==> config.mk <==
export PLATFORM = sky130hd
export DESIGN_NAME = color_decoder
export DESIGN_NICKNAME = d
export VERILOG_FILES = /design/src/rtl/color_decoder_pkg.sv /design/src/rtl/color_classify.sv /design/src/rtl/color_decoder.sv
export SDC_FILE = /design/constraint.sdc
export NUM_CORES = 1
export LEC_CHECK = 0
export CORE_MARGIN = 3
export CORE_UTILIZATION = 50
export DETAILED_ROUTE_END_ITERATION = 8
export MAX_ROUTING_LAYER = met4
export PLACE_DENSITY = 0.77
export SLEW_MARGIN = 25
export SYNTH_ARGS = -nofsm -noshare
export SYNTH_HDL_FRONTEND = slang
export SYNTH_SLANG_ARGS = --single-unit
export TNS_END_PERCENT = 1
==> constraint.sdc <==
create_clock -name clk -period 3.5 [get_ports clk]
set_input_delay 0.7 -clock clk [delete_from_list [all_inputs] [get_ports clk]]
set_output_delay 0.7 -clock clk [all_outputs]
set_load 0.01 [all_outputs]
==> src/rtl/color_decoder_pkg.sv <==
// rtl/color_decoder_pkg.sv - palette colours, digit codes and FSM state encoding for the colour decoder
package color_decoder_pkg;

    localparam logic [11:0] C_BLACK   = 12'h000;
    localparam logic [11:0] C_RED     = 12'hF00;
    localparam logic [11:0] C_ORANGE  = 12'hF80;
    localparam logic [11:0] C_YELLOW  = 12'hFF0;
    localparam logic [11:0] C_GREEN   = 12'h0F0;
    localparam logic [11:0] C_CYAN    = 12'h0FF;
    localparam logic [11:0] C_AZURE   = 12'h08F;
    localparam logic [11:0] C_BLUE    = 12'h00F;
    localparam logic [11:0] C_MAGENTA = 12'hF0F;
    localparam logic [11:0] C_WHITE   = 12'hFFF;

    localparam logic [3:0] D0 = 4'd0;
    localparam logic [3:0] D1 = 4'd1;
    localparam logic [3:0] D2 = 4'd2;
    localparam logic [3:0] D3 = 4'd3;
    localparam logic [3:0] D4 = 4'd4;
    localparam logic [3:0] D5 = 4'd5;
    localparam logic [3:0] D6 = 4'd6;
    localparam logic [3:0] D7 = 4'd7;
    localparam logic [3:0] D8 = 4'd8;
    localparam logic [3:0] D9 = 4'd9;

    localparam logic [1:0] S_TENS = 2'd0;
    localparam logic [1:0] S_ONES = 2'd1;
    localparam logic [1:0] S_OUT  = 2'd2;

endpackage

==> src/rtl/color_classify.sv <==
// rtl/color_classify.sv - exact-match RGB444 palette lookup to a decimal digit
module color_classify
    import color_decoder_pkg::*;
(
    input  logic [11:0] color,
    output logic [3:0]  digit,
    output logic        hit
);

    always_comb begin
        digit = D0;
        hit   = 1'b1;
        case (color)
            C_BLACK:   digit = D0;
            C_RED:     digit = D1;
            C_ORANGE:  digit = D2;
            C_YELLOW:  digit = D3;
            C_GREEN:   digit = D4;
            C_CYAN:    digit = D5;
            C_AZURE:   digit = D6;
            C_BLUE:    digit = D7;
            C_MAGENTA: digit = D8;
            C_WHITE:   digit = D9;
            default:   hit   = 1'b0;
        endcase
    end

endmodule

==> src/rtl/color_decoder.sv <==
// rtl/color_decoder.sv - decodes two debounced colour digits into a 6-bit number with error flag
module color_decoder
    import color_decoder_pkg::*;
#(
    parameter int STABLE = 1
) (
    input  logic        clk,
    input  logic        rst,
    input  logic        in_valid,
    output logic        in_ready,
    input  logic [11:0] color,
    output logic        out_valid,
    input  logic        out_ready,
    output logic [5:0]  num,
    output logic        err
);

    localparam logic [3:0] STABLE_C = 4'(STABLE);

    logic [1:0] state;
    logic [3:0] cnt;
    logic [3:0] last;
    logic       last_vld;
    logic [3:0] tens;
    logic [3:0] ones;
    logic       abort;

    logic [3:0] digit;
    logic       hit;
    logic [3:0] cnt_nxt;
    logic       latch;
    logic [6:0] value;

    color_classify u_classify (
        .color (color),
        .digit (digit),
        .hit   (hit)
    );

    assign in_ready  = (state == S_TENS) || (state == S_ONES);
    assign out_valid = (state == S_OUT);

    always_comb begin
        cnt_nxt = (last_vld && (last == digit)) ? cnt + 4'd1 : 4'd1;
        latch   = (cnt_nxt == STABLE_C);
    end

    // Result derives from registers that only change outside S_OUT, so it holds under backpressure.
    assign value = {3'b000, tens} * 7'd10 + {3'b000, ones};
    assign err   = abort || (value > 7'd63);
    assign num   = err ? 6'd0 : value[5:0];

    always_ff @(posedge clk or posedge rst) begin
        if (rst) begin
            state    <= S_TENS;
            cnt      <= 4'd0;
            last     <= D0;
            last_vld <= 1'b0;
            tens     <= D0;
            ones     <= D0;
            abort    <= 1'b0;
        end else begin
            case (state)
                S_TENS, S_ONES: begin
                    if (in_valid) begin
                        if (!hit) begin
                            abort <= 1'b1;
                            state <= S_OUT;
                        end else if (latch) begin
                            cnt      <= 4'd0;
                            last_vld <= 1'b0;
                            if (state == S_TENS) begin
                                tens  <= digit;
                                state <= S_ONES;
                            end else begin
                                ones  <= digit;
                                state <= S_OUT;
                            end
                        end else begin
                            cnt      <= cnt_nxt;
                            last     <= digit;
                            last_vld <= 1'b1;
                        end
                    end
                end
                S_OUT: begin
                    if (out_ready) begin
                        state    <= S_TENS;
                        cnt      <= 4'd0;
                        last_vld <= 1'b0;
                        abort    <= 1'b0;
                    end
                end
                default: state <= S_TENS;
            endcase
        end
    end

endmodule

==> flow_metrics.tcl <==
set metrics [dict create \
    cts_root_buf "clkbuf_4" \
    wl_per_cell_um 14.32 \
    cp-start-kind "flop" \
    diodes 0 \
    drt-pass1-iter-count 4 \
    fin_area_mm2 0.001697 \
    ant_nets 0 \
    cts_hold_buf 0 \
    overflow 0 \
    drc 0 \
    ys_seq_elements 20 \
    grt_pass1_wl_mm 4.885 \
    slew_headroom_pct 52.73 \
    path_class "reg -> out" \
    grt_max_degree 21 \
    period_minus_slack_ns 3.405 \
    clock-sinks 20 \
    die-area_mm2 0.003410 \
    power.leakage_nw 0.7769 \
    crit_required_ns 2.80 \
    hold_viol_final 0 \
    fin_ws_ns 0.09545 \
    yosysWarnings 0 \
    die_width_um 58.40 \
    die_y_um 58.40 \
    post-route-period-util_pct 97.27 \
    synthFlopType "dfrtp_1" \
    nets 192 \
    start_util_pct 53.93 \
    path_clk_slew_ns 0.11 \
    core-area_mm2 0.002545 \
    drt_wl_total_mm 2.807 \
    syn_to_final_growth_pct 23.61 \
    synth.largest_area_cell "dfrtp_1" \
    cts_tree "built" \
    tns_ns 0 \
    drv_cap 0 \
    ctsHtreeMaxLevel 1 \
    hp-class "reg -> reg" \
    clock_latency_ns 0.29 \
    seq_area_frac_synth_pct 36.46 \
    grt_pass1_vias 1089 \
    vdd_drop_max_mv 0.1963 \
    worstRegToRegCells 7 \
    ios 25 \
    holdWs_ns 0.3918 \
    syn_area_per_cell_um2 9.875 \
    synthCells 139 \
    power_density_mw_per_mm2 302.5 \
    rsz0062_at_grt "true" \
    end_kind "primary output" \
    whs_path_depth 0 \
    syn_area_mm2 0.001373 \
    setup_viol 0 \
    cts_buffers 3 \
    drive_gt1_share_pct 19.28 \
    cp.arrival_ns 2.70 \
    clockBufferDepth 2 \
    synth.top_cells.by_area "dfrtp_1 (36%), ha_1 (6.4%), mux2_2 (4.9%), nor2_1 (3.6%), fa_1 (2.9%)" \
    post_cts_buffers 0 \
    post-route-util_pct 66.67 \
    dp_slack_ns 0.08414 \
    antenna_found_initial 0 \
    status "finished, final reports clean" \
    synthDominantCellAreaShare_pct 36.46 \
    synth_edf_count 0 \
    vias 1147 \
    rows 18 \
    async_flop_share_pct 100.0 \
    placed_cell_area_mm2 0.001663 \
    syn_nets 164 \
    worstMarginPinSlew_ns 0.7083 \
    crit_fanout 7 \
    drtIter0Drc 51 \
    gp_congestion 0.8338 \
    clock_skew_ns 0.003100 \
    grt_usage_pct 18.98 \
    portBuffers 24 \
    viasPerCell 5.852 \
    yosys.cell_types.count 48 \
    maxSlewViolCount 0 \
    hpwl_mm 2.279 \
    fmax_ghz 0.2937 \
]
[flip-flops by register name (all words and copies together) (netlist names)]
register,cells
last,4
cnt,4
ones,4
last_vld,1
tens,4
state,2
abort,1
[power by group]
part           internal (mW)  switching (mW)
clock network          0.116          0.0698
logic                 0.0439          0.0439
registers              0.236         0.00401
total                  0.395           0.118
[cell usage after synthesis, drive strengths merged (2+ instances only)]
cell	n
a21o	2
or3	4
inv	10
nand4	3
xnor2	4
fa	2
mux2	6
nand3	3
ha	7
mux2i	2
nand2	8
nor3b	2
dfrtp	20
buf	2
xor2	3
a21oi	6
nor2b	2
or4	4
clkbuf	4
nor3	5
o21ai	4
nor4	2
a211oi	3
nor2	13
[metal layers]
layer / track usage [%] / up-vias / routed length [um]
met2: 31.74 / 28 / 1470
met5: - / - / 0
met1: 23.88 / 549 / 1186
met3: 2.412 / 4 / 107
met4: 5.960 / 0 / 42
li1: - / 566 / -
[cells in the final DEF, fill, tap and decap left out, types with 3 or more instances in the layout]
cell type	count
a21oi_1	6
buf_4	5
clkbuf_2	4
clkbuf_4	3
clkdlybuf4s50_1	17
dfrtp_1	20
ha_1	7
inv_1	10
mux2_2	6
nand2_1	8
nand4_1	3
nor2_1	13
nor3_1	4
o21ai_0	3
or3_1	3
or4_1	3
xnor2_1	4
xor2_1	3
[cells by family after synthesis]
kind of cell	after synthesis	synth area share [%]
simple gates	51	22.43
buf+inv	16	4.558
fa+ha+maj	9	9.298
xor+xnor	7	4.467
mux	8	6.381
flops	20	36.46
compound gates	28	16.41
[area by class of cell]
cell class / instances / area (um^2)
Clock buffer: 3 / 22.52
Clock inverter: 1 / 30.03
Fill cell: 200 / 848.3
Inverter: 10 / 37.54
Multi-Input combinational cell: 103 / 817.0
Sequential cell: 20 / 500.5
Tap cell: 30 / 37.54
Timing Repair Buffer: 29 / 251.5
[path summary, 6_finish.rpt]
kind,start,slack [ns],endpoint
worst max-delay path,tens[1]$_DFFE_PP0P_,0.1,num[2]
min in group asynchronous,rst,0.80,last_vld$_DFFE_PP0P_
max in group asynchronous,rst,2.25,ones[1]$_DFFE_PP0P_
worst min register to register,last[2]$_DFFE_PP0P_,0.39,last[2]$_DFFE_PP0P_
worst min-delay path,last[2]$_DFFE_PP0P_,0.39,last[2]$_DFFE_PP0P_
worst max register to register,cnt[0]$_DFFE_PP0P_,1.37,tens[0]$_DFFE_PP0P_
[worst max-delay path: stages, from the launching register on]
cell,delay (ns)
dfrtp_1,0.42
ha_1,0.32
ha_1,0.21
fa_1,0.52
nand2_1,0.08
or3_1,0.32
a21o_4,0.23
nor2_1,0.08
clkdlybuf4s15_1,0.23
[per-stage QoR]
step / power, mW / instances
global placement: 0.3367 / 192
floorplan: 0.2831 / 139
global route: 0.5400 / 196
detailed placement: 0.3384 / 192
CTS: 0.5167 / 196
finish: 0.5132 / 196
[timing repair]
action,CTS,global route
setup endpoints to repair,7,7
cloned,0,0
pin swaps,1,0
gates resized for setup,7,13
Note: power is estimated with default switching activity, not from simulation.
